`src/rtl/reg_bank_pkg.sv`:
```
// -----------------------------------------------------------------------------
// reg_bank_pkg
// Shared constants for the 16x16 register bank and its busy scoreboard.
//   WORD_W     : register width in bits
//   NUM_REGS   : number of architectural registers
//   ADDR_W     : register index width
//   SB_IDLE    : scoreboard state, no write in flight
//   SB_PENDING : scoreboard state, a producer owns the register
// The scoreboard state is one bit per register, so the state vector and
// the BUSY vector share the same encoding (PENDING == busy).
// -----------------------------------------------------------------------------
package reg_bank_pkg;

  localparam int WORD_W   = 16;
  localparam int NUM_REGS = 16;
  localparam int ADDR_W   = 4;

  localparam logic [0:0] SB_IDLE    = 1'b0;
  localparam logic [0:0] SB_PENDING = 1'b1;

  typedef logic [WORD_W-1:0]   word_t;
  typedef logic [NUM_REGS-1:0] reg_mask_t;
  typedef logic [ADDR_W-1:0]   reg_addr_t;

  // One-hot select of a register index, qualified by its strobe.
  function automatic reg_mask_t addr_sel(input logic en, input reg_addr_t addr);
    reg_mask_t sel;
    sel = '0;
    if (en) begin
      sel[addr] = 1'b1;
    end
    return sel;
  endfunction

endpackage

```
`src/rtl/reg_scoreboard.sv`:
```
// -----------------------------------------------------------------------------
// reg_scoreboard
// Per-register busy tracking for read-after-write hazard detection.
// Each register has a one-bit IDLE/PENDING state machine:
//   IDLE    -> PENDING on a reservation
//   PENDING -> IDLE    on a writeback (unless a reservation for the same
//                      register lands in the same cycle: the new producer
//                      takes ownership and the register stays PENDING)
// Strobe semantics: i_wr_en / i_rsv_en are single-cycle, always-accepted
// strobes; there is no back-pressure. Each strobe counts once per rising
// edge on which it is high.
// Ports:
//   i_clk, i_rst_n       : clock, asynchronous active-low reset
//   i_wr_en, i_wr_addr   : writeback strobe and destination
//   i_rsv_en, i_rsv_addr : issue reservation strobe and destination
//   i_chk_a, i_chk_b     : source operand indices
//   i_chk_en             : bit0 qualifies i_chk_a, bit1 qualifies i_chk_b
//   o_busy               : registered state vector (bit set = PENDING)
//   o_stall              : combinational hazard on a qualified source
//   o_wr_err             : sticky, writeback to an IDLE register
//   o_rsv_err            : sticky, reservation of a PENDING register
// -----------------------------------------------------------------------------
module reg_scoreboard
  import reg_bank_pkg::*;
(
  input  logic                i_clk,
  input  logic                i_rst_n,
  input  logic                i_wr_en,
  input  logic [ADDR_W-1:0]   i_wr_addr,
  input  logic                i_rsv_en,
  input  logic [ADDR_W-1:0]   i_rsv_addr,
  input  logic [ADDR_W-1:0]   i_chk_a,
  input  logic [ADDR_W-1:0]   i_chk_b,
  input  logic [1:0]          i_chk_en,
  output logic [NUM_REGS-1:0] o_busy,
  output logic                o_stall,
  output logic                o_wr_err,
  output logic                o_rsv_err
);

  logic [NUM_REGS-1:0] r_state;
  logic [NUM_REGS-1:0] w_state_next;
  logic [NUM_REGS-1:0] w_wr_sel;
  logic [NUM_REGS-1:0] w_rsv_sel;
  logic [NUM_REGS-1:0] w_idle;
  logic                w_wr_err_set;
  logic                w_rsv_err_set;
  logic                w_hazard_a;
  logic                w_hazard_b;
  logic                r_wr_err;
  logic                r_rsv_err;

  assign w_wr_sel  = addr_sel(i_wr_en, i_wr_addr);
  assign w_rsv_sel = addr_sel(i_rsv_en, i_rsv_addr);

  // Per-register next-state logic.
  for (genvar gi = 0; gi < NUM_REGS; gi++) begin : g_sb_fsm
    logic w_nxt;

    always_comb begin
      w_nxt = r_state[gi];
      case (r_state[gi])
        SB_IDLE: begin
          if (w_rsv_sel[gi]) begin
            w_nxt = SB_PENDING;
          end
        end
        SB_PENDING: begin
          // A same-cycle reservation hands the register to the new producer.
          if (w_wr_sel[gi] && !w_rsv_sel[gi]) begin
            w_nxt = SB_IDLE;
          end
        end
        default: w_nxt = SB_IDLE;
      endcase
    end

    assign w_state_next[gi] = w_nxt;
    assign w_idle[gi]       = (r_state[gi] == SB_IDLE);
  end

  // Writeback with no outstanding reservation on its destination.
  assign w_wr_err_set  = |(w_wr_sel & w_idle);
  // Re-reserving a PENDING register is only legal when that register's
  // current producer retires in the same cycle.
  assign w_rsv_err_set = |(w_rsv_sel & ~w_idle & ~w_wr_sel);

  always_ff @(posedge i_clk or negedge i_rst_n) begin
    if (!i_rst_n) begin
      r_state   <= '0;
      r_wr_err  <= 1'b0;
      r_rsv_err <= 1'b0;
    end else begin
      r_state <= w_state_next;
      if (w_wr_err_set) begin
        r_wr_err <= 1'b1;
      end
      if (w_rsv_err_set) begin
        r_rsv_err <= 1'b1;
      end
    end
  end

  // Hazard check uses only the registered state; no forwarding of
  // same-cycle strobes.
  assign w_hazard_a = i_chk_en[0] & ~w_idle[i_chk_a];
  assign w_hazard_b = i_chk_en[1] & ~w_idle[i_chk_b];

  assign o_busy    = r_state;
  assign o_stall   = w_hazard_a | w_hazard_b;
  assign o_wr_err  = r_wr_err;
  assign o_rsv_err = r_rsv_err;

endmodule

```
`src/rtl/reg_bank_16x16.sv`:
```
// -----------------------------------------------------------------------------
// reg_bank_16x16
// Sixteen 16-bit architectural registers with a busy scoreboard. All
// registers are presented on one flattened bus for the downstream read
// muxes; register i occupies REGS[16*i+15:16*i].
// Optional build macro: REG0_ZERO_EN
//   defined   : register 0 reads as zero; writes and reservations to
//               address 0 are dropped before reaching storage or the
//               scoreboard, so BUSY[0] stays 0 and no error is flagged.
//   undefined : register 0 is an ordinary register.
// Ports:
//   CLK, RST_N        : rising-edge clock, asynchronous active-low reset
//   WR_EN, WR_ADDR,
//   WR_DATA           : writeback port (data visible after the edge)
//   RSV_EN, RSV_ADDR  : issue-stage reservation port
//   CHK_A, CHK_B,
//   CHK_EN            : source operand hazard query
//   REGS              : flattened register contents (registered)
//   BUSY              : per-register pending-write flags (registered)
//   STALL             : combinational hazard on a qualified source
//   WR_ERR, RSV_ERR   : sticky protocol error flags, cleared by reset
// -----------------------------------------------------------------------------
module reg_bank_16x16
  import reg_bank_pkg::*;
(
  input  logic                       CLK,
  input  logic                       RST_N,
  input  logic                       WR_EN,
  input  logic [ADDR_W-1:0]          WR_ADDR,
  input  logic [WORD_W-1:0]          WR_DATA,
  input  logic                       RSV_EN,
  input  logic [ADDR_W-1:0]          RSV_ADDR,
  input  logic [ADDR_W-1:0]          CHK_A,
  input  logic [ADDR_W-1:0]          CHK_B,
  input  logic [1:0]                 CHK_EN,
  output logic [NUM_REGS*WORD_W-1:0] REGS,
  output logic [NUM_REGS-1:0]        BUSY,
  output logic                       STALL,
  output logic                       WR_ERR,
  output logic                       RSV_ERR
);

  word_t r_mem [NUM_REGS];
  logic  w_wr_en;
  logic  w_rsv_en;

`ifdef REG0_ZERO_EN
  // Address-0 traffic is discarded here so register 0 keeps its reset
  // value of zero and the scoreboard never sees it.
  assign w_wr_en  = WR_EN  && (WR_ADDR  != '0);
  assign w_rsv_en = RSV_EN && (RSV_ADDR != '0);
`else
  assign w_wr_en  = WR_EN;
  assign w_rsv_en = RSV_EN;
`endif

  // Data storage. No bypass: a write lands on the edge and is visible on
  // REGS afterwards.
  always_ff @(posedge CLK or negedge RST_N) begin
    if (!RST_N) begin
      for (int i = 0; i < NUM_REGS; i++) begin
        r_mem[i] <= '0;
      end
    end else if (w_wr_en) begin
      r_mem[WR_ADDR] <= WR_DATA;
    end
  end

  for (genvar gi = 0; gi < NUM_REGS; gi++) begin : g_flatten
    assign REGS[gi*WORD_W +: WORD_W] = r_mem[gi];
  end

  reg_scoreboard u_scoreboard (
    .i_clk      (CLK),
    .i_rst_n    (RST_N),
    .i_wr_en    (w_wr_en),
    .i_wr_addr  (WR_ADDR),
    .i_rsv_en   (w_rsv_en),
    .i_rsv_addr (RSV_ADDR),
    .i_chk_a    (CHK_A),
    .i_chk_b    (CHK_B),
    .i_chk_en   (CHK_EN),
    .o_busy     (BUSY),
    .o_stall    (STALL),
    .o_wr_err   (WR_ERR),
    .o_rsv_err  (RSV_ERR)
  );

endmodule

```
`config.mk`:
```
export PLATFORM = sky130hd
export DESIGN_NAME = reg_bank_16x16
export DESIGN_NICKNAME = d
export VERILOG_FILES = /design/src/rtl/reg_bank_pkg.sv /design/src/rtl/reg_scoreboard.sv /design/src/rtl/reg_bank_16x16.sv
export SDC_FILE = /design/constraint.sdc
export NUM_CORES = 1
export LEC_CHECK = 0
export ABC_AREA = 1
export CORE_MARGIN = 2
export CORE_UTILIZATION = 35
export CTS_CLUSTER_DIAMETER = 80
export DETAILED_ROUTE_END_ITERATION = 10
export PLACE_DENSITY = 0.71
export SYNTH_ARGS = -nofsm -noshare
export SYNTH_HDL_FRONTEND = slang
export SYNTH_HIERARCHICAL = 1
export SYNTH_SLANG_ARGS = --single-unit
```
`constraint.sdc`:
```
create_clock -name CLK -period 3.6 [get_ports CLK]
set_input_delay 0.72 -clock CLK [delete_from_list [all_inputs] [get_ports CLK]]
set_output_delay 0.72 -clock CLK [all_outputs]
set_load 0.005 [all_outputs]
```
-- Yosys cells after proc, flatten, opt, wreduce, memory -nomap -nowiden
Cells that the tools add are included.
- input bits: 38
- word-level logic and storage cells: 152
- flip-flop bits (word level): 274
- bitwise operators: 27
- magnitude comparators: 8
- mux-type cells: 61
- reductions and logical operators: 37
- operators by type and width (kind ; count):
    bitwise mux 256 bit ; 1
    demux 16 bit (select 4 bit) ; 1
    bitwise AND 16 bit ; 3
    two-way mux 16 bit ; 3
    two-way mux 1 bit ; 36
    NOT 16 bit ; 2
    case mux 1 bit (2 select lines) ; 16
    OR reduction 16 bit ; 2
    < comparator 4 x 5 -> 1 bit, second input constant ; 4
    logical AND 1 bit ; 19
    NOT 1 bit ; 18
    zero test 1 bit ; 16
    binary-select mux 1 bit (select 4 bit) ; 2
    demux 1 bit (select 4 bit) ; 2
    >= comparator 4 x 1 -> 1 bit, second input constant ; 2
    >= comparator 5 bit, second input constant ; 1
    < comparator 5 x 1 -> 1 bit, second input constant ; 1
    NOT 4 -> 5 bit ; 1
    bitwise AND 1 bit ; 2
    OR 1 bit ; 1

-- Depth between registers and ports, before layout
- depth in word-level cells: 9
- gate-level depth with buffers: 9
- mapped depth without buffers: 9

-- Hierarchy
Netlist, hierarchy kept.
- by module, submodules not included (module ; instances ; cells each ; area each (um^2) ; sequential area each (um^2)):
    reg_bank_16x16 ; 1 ; 1230 ; 10709.0 ; 6406.1
    reg_scoreboard ; 1 ; 261 ; 1516.5 ; 450.4

-- Worst setup path after synthesis
OpenSTA, ideal clock, no wires.
- path kind: input to output
- from: input CHK_B[0]
- to: output STALL
- path slack: 1.429 ns
- arrival: 1.451 ns
- stages on the path: 9
- path buffers: 1
- cells stage by stage: buf_2 inv_1 a21oi_1 o21ai_0 nand2_1 nand2_1 nand2_1 nand3_1 nand2_1
- cells in the longest elaborated chain, start to end: 5
- RTL lines (item ; RTL line ; text):
    start: declaration ; reg_bank_16x16.sv:34 ; input logic [ADDR_W-1:0] CHK_B,
    binary-select mux 1 bit (select 4 bit) ; reg_scoreboard.sv:107 ; assign w_hazard_b = i_chk_en[1] & ~w_idle[i_chk_b];
    two-way mux 1 bit (implied by the code) ; reg_scoreboard.sv:107 ;
    NOT 1 bit ; reg_scoreboard.sv:107 ;
    bitwise AND 1 bit ; reg_scoreboard.sv:107 ;
    OR 1 bit ; reg_scoreboard.sv:110 ; assign o_stall = w_hazard_a | w_hazard_b;
    end: declaration ; reg_bank_16x16.sv:38 ; output logic STALL,
Every way passes these cells. The select of a mux whose other input is x is not followed.

-- Worst setup path after layout
Same ends and word-level chain as after synthesis.

==> metrics <==
setup_tns 0 ns; Root Driver clkbuf_16; Max transition margin 0.292; max-slew violation count 0; Max clock buf depth 3; DRT iter0 DRCs 845; Site Rows 68; Static Leak 0.00832 µW; final hold vios 0; WL final 43.6 mm; GRT Overall Usage 0.236; initial antenna violation count 0; pin count of the biggest net entering global routing 90; CP peak stage delay 0.65 ns; CP max FO 9; CP endpoint kind output port; Top Metal Used met4; Max-Cap Viols 0; Syn. warnings 6; Hold WS 0.172 ns; Tot Pwr 10100 µW; Seq/Total Area, Yosys 0.561; Adder-Cell Fraction of Synth Area 0; post-route ant nets 0; Clk pin slew, worst setup/hold paths 0.06 ns; compound-cell area share of the yosys netlist 0.0518; post-synth net total 1529; Worst-Margin Slew 1.06 ns; P&R area growth vs syn 37.9%; Chip Width 191 µm; Hold-fix buffers, CTS 0; Wirelength per Cell 19.4 µm; xor-xnor portion of the synthesized cell area 0; worst-skew pair later-pin latency 0.56 ns; fmax 293 MHz; mux contribution to synthesized area 0; post-CTS setup buffers 0; H-tree levels 1; Setup CP Type primary input to output port; M1 WL 17.8 mm; Clock Sinks 274; PD cells 600 nW/µm²; vias per cell 5.00; layout cells sized above 1 0.0707; core area 34500 µm²; Post-Synthesis Cells 1491; mean post-synth cell area 8.20 µm²; Layout Nets 1809; initial core utilization 0.355; Syn Std Cell Area 12200 µm²; CP max stage cell clkdlybuf4s50_1; count of state elements after synthesis 274; routability cong. 0.923; CP dominant cell by count nand2_1; Synth cell types 22; Chip Height 191 µm; cell area after layout 16900 µm²; VDD IR-drop max 0.401 mV; worst setup margin 0.185 ns; HPWL after DPL 29.5 mm; met3 routed WL 4.45 mm; CTS Buf Count 31; min cycle time layout 3.42 ns; worst endpoint data arrival time 2.70 ns; remaining global-route overflow 0; worst hold path class primary input to asynchronous set/reset pin; wire length on met2 19.6 mm; worst slack, placed 0.277 ns; TritonRoute pass-1 iters 5; number of global-route vias before repair 11100; simple-gate area share of the yosys netlist 0.315; clk_skew 0.00398 ns; DP Area 15800 µm²; die area 36400 µm²; Startpoint Class primary input; critical path, cell by cell clkdlybuf4s50_1, inv_1, a21oi_1, o21ai_0, nand2_1, nand2_1, nand2_1, nand3_1, nand2_1, clkdlybuf4s50_1; largest family of logic cells by synthesized area simple AND/OR/NAND/NOR gates; io pins 313; CP Data Required Time 2.88 ns; first-pass GRT wire length 66.2 mm; CTS tree yes; final period utilization 0.949; Setup violations, final 0; DR vias 11300; Resize count post-CTS 0; DRC viols 0; port bufs 312; status completed; Antenna Cells 0; RSZ-0062 raised after global routing false
==> synth_stat cells <==
| master | n | area, µm² |
|---|---|---|
| inv_1 | 109 | 409 |
| o21bai_1 | 64 | 480 |
| buf_4 | 10 | 75.1 |
| o21ai_0 | 10 | 50.1 |
| nand3b_1 | 3 | 22.5 |
| buf_1 | 19 | 71.3 |
| nand2_2 | 2 | 12.5 |
| buf_2 | 26 | 130 |
| a21oi_1 | 3 | 15.0 |
| nor2_1 | 39 | 146 |
| clkbuf_1 | 45 | 169 |
| nand3_1 | 52 | 260 |
| inv_2 | 6 | 22.5 |
| nand2_1 | 688 | 2580 |
| nand4_1 | 98 | 613 |
| nor3_1 | 4 | 20.0 |
| clkinv_1 | 1 | 3.75 |
| o22ai_1 | 14 | 87.6 |
| nor2_4 | 5 | 56.3 |
| dfrtp_1 | 274 | 6860 |
| nand3_2 | 6 | 60.1 |
| nor2_2 | 13 | 81.3 |
==> final timing paths <==
path	from	to	slack (ns)	cells after the start
worst min register to register	REGS[114]	REGS[114]	0.47	2
worst max-delay path	CHK_B[0]	STALL	0.18	10
max in group asynchronous	RST_N	REGS[184]	2.57	2
min in group CLK	REGS[114]	REGS[114]	0.47	2
worst max register to register	u_scoreboard/o_busy[12]	u_scoreboard/o_wr_err	2.37	5
worst min-delay path	RST_N	REGS[61]	0.17	1
==> logic make-up after synthesis <==
family | Yosys count
AO/OA/AOI/OAI | 91
buffers and inverters | 216
flip-flops | 274
AND/OR/NAND/NOR | 910
==> report_power, final <==
group	switching, µW	internal (µW)
combinational	1170	1500
clock	1340	1920
sequential	438	3730
==> through the flow <==
stage | util | std cells
6_report | 0.489 | 2251
5_1_grt | 0.489 | 2251
4_1_cts | 0.489 | 2251
3_5_place_dp | 0.458 | 2193
3_3_place_gp | 0.458 | 2193
2_1_floorplan | - | 1491
==> cell usage in the layout, fill, tap and decap left out, drive strengths merged <==
cell           synthesis  routed
inv                  115     116
clkinvlp               0       4
a21oi                  3       3
clkdlybuf4s50          0     310
clkinv                 1      12
nand3b                 3       3
nor3                   4       4
bufinv                 0       3
nand2                690     690
o21bai                64      64
dfrtp                274     274
clkbuf                45      39
nor2                  57      57
o21ai                 10      10
o22ai                 14      14
nand4                 98      98
buf                   55      37
nand3                 58      58
==> worst max-delay path, delay by kind of cell <==
| kind | cells | cell delay (ns) |
|---|---|---|
| AOI/OAI and AO/OA | 2 | 0.29 |
| buffers and inverters | 3 | 1.35 |
| and+or+nand+nor | 5 | 0.33 |
==> final cells by class <==
class,count,area (µm²)
Fill cell,3240,17600
Sequential cell,274,6860
Tap cell,455,569
Clock buffer,39,866
Multi-Input combinational cell,1001,4500
Inverter,116,435
Timing Repair Buffer,347,3430
Clock inverter,19,199
==> flip-flops by register name, indices dropped and copies added, names as in the netlist <==
signal / cells
REGS: 256
u_scoreboard/o_wr_err: 1
u_scoreboard/o_rsv_err: 1
u_scoreboard/o_busy: 16
==> metal layers <==
| layer | GRT usage | vias up |
|---|---|---|
| met5 | 0 | - |
| li1 | - | 5252 |
| met3 | 0.0672 | 97 |
| met1 | 0.308 | 5408 |
| met4 | 0.0832 | 0 |
| met2 | 0.374 | 500 |
Power figures use the tool's default switching activity.
==> RTL change (same settings) <==
The package constant `ADDR_W` goes from 4 to 5.
--- a/src/rtl/reg_bank_pkg.sv
+++ b/src/rtl/reg_bank_pkg.sv
@@ -15,3 +15,3 @@
   localparam int NUM_REGS = 16;
-  localparam int ADDR_W   = 4;
+  localparam int ADDR_W   = 5;
 
Interface: changed (resized CHK_A, CHK_B, RSV_ADDR and WR_ADDR); port bits go from 313 to 317. The function was not compared with the original's and may differ.
==> RTL change against the unedited design <==
  * Final area is 2.7% lower
  * Largest power group unchanged
  * Largest cell class unchanged
  * Synthesized cell count shrank 4.2%
  * Non-clock buffer count is 6 higher
  * Wire length fell by 1.0%
  * Setup slack improved by 150 ps
  * Hold slack worse by 3.5 ps
  * Critical path depth unchanged
  * Maximum frequency is 4.7% higher
  * Final cell count fell by 3.1%
  * Area after synthesis down 3.7%
  * First-iteration DRC count down 0.95%
  * Sequential cell count unchanged
  * Power fell by 7.4%
==> RTL change: results (changes against the unedited design) <==
CP peak stage delay=760 ps (+110 ps); nets=1751 (-3.2%); met2 GRT Util=39.5% (+2.0 points); highest routed layer=met5; Rel. slew slack=29.8% (+0.61 points); VDD IR-drop max=0.384 mV (-4.2%); vias in the first global route=11000 (-1.3%); status=completed; net switching power=2.67 mW (-9.6%); multi-input combinational area share=26.4% (-0.35 points); CP max FO=16 (+7); DR WL met3=3880 um (-13%); initial antenna violation count=1 (+1); net count after synthesis=1470 (-3.9%); Clock-cell share=5.95% (-0.37 points); number of clock-tree buffers in the layout=43 (+10%); worst slack at placement=337 ps (+59.6 ps); IO Port Bufs=314 (+0.64%); Multi-input comb cells=999 (-0.20%); met2 routed WL=20100 um (+2.2%); Non-clk invs=51 (-56%); DP HPWL=27900 um (-5.5%); compound-gate portion of the synthesized area=1.99% (-3.2 points); FILL cells=3203 (-1.1%); Reg2Reg Depth=6 (+1); capturing point of the worst reg2reg path=u_scoreboard/o_rsv_err; non-clk buf share=21.3% (+0.96 points)
RTL change: changes by cell type in the layout (fill, tap and decap cells not counted), sizes merged, moves of 4 or more:
| cell | change |
|---|---|
| o21ai | +6 |
| inv | -64 |
| nand4 | -92 |
| clkbuf | +4 |
| o21bai | -63 |
| o211ai | +7 |
| nand2 | -94 |
| nand3 | +238 |
RTL change: metrics by stage:
step / hold WS (ps) / cell area, um^2 / power [mW]
after floorplan: 424 / 11800 / 4.70
after global placement: 452 / 15400 / 6.31
after detailed placement: 457 / 15400 / 6.37
after CTS: 182 / 16400 / 9.42
after global routing: 210 / 16400 / 9.80
final: 168 / 16400 / 9.36
RTL change: power by group through the flow:
stage                     Clock, mW  Sequential (mW)  Combinational, mW
after floorplan                   0             4.07              0.627
after global placement            0             4.07               2.24
after detailed placement          0             4.08               2.29
after CTS                      3.08             4.04               2.30
after global routing           3.21             4.11               2.48
final                          3.04             4.05               2.27
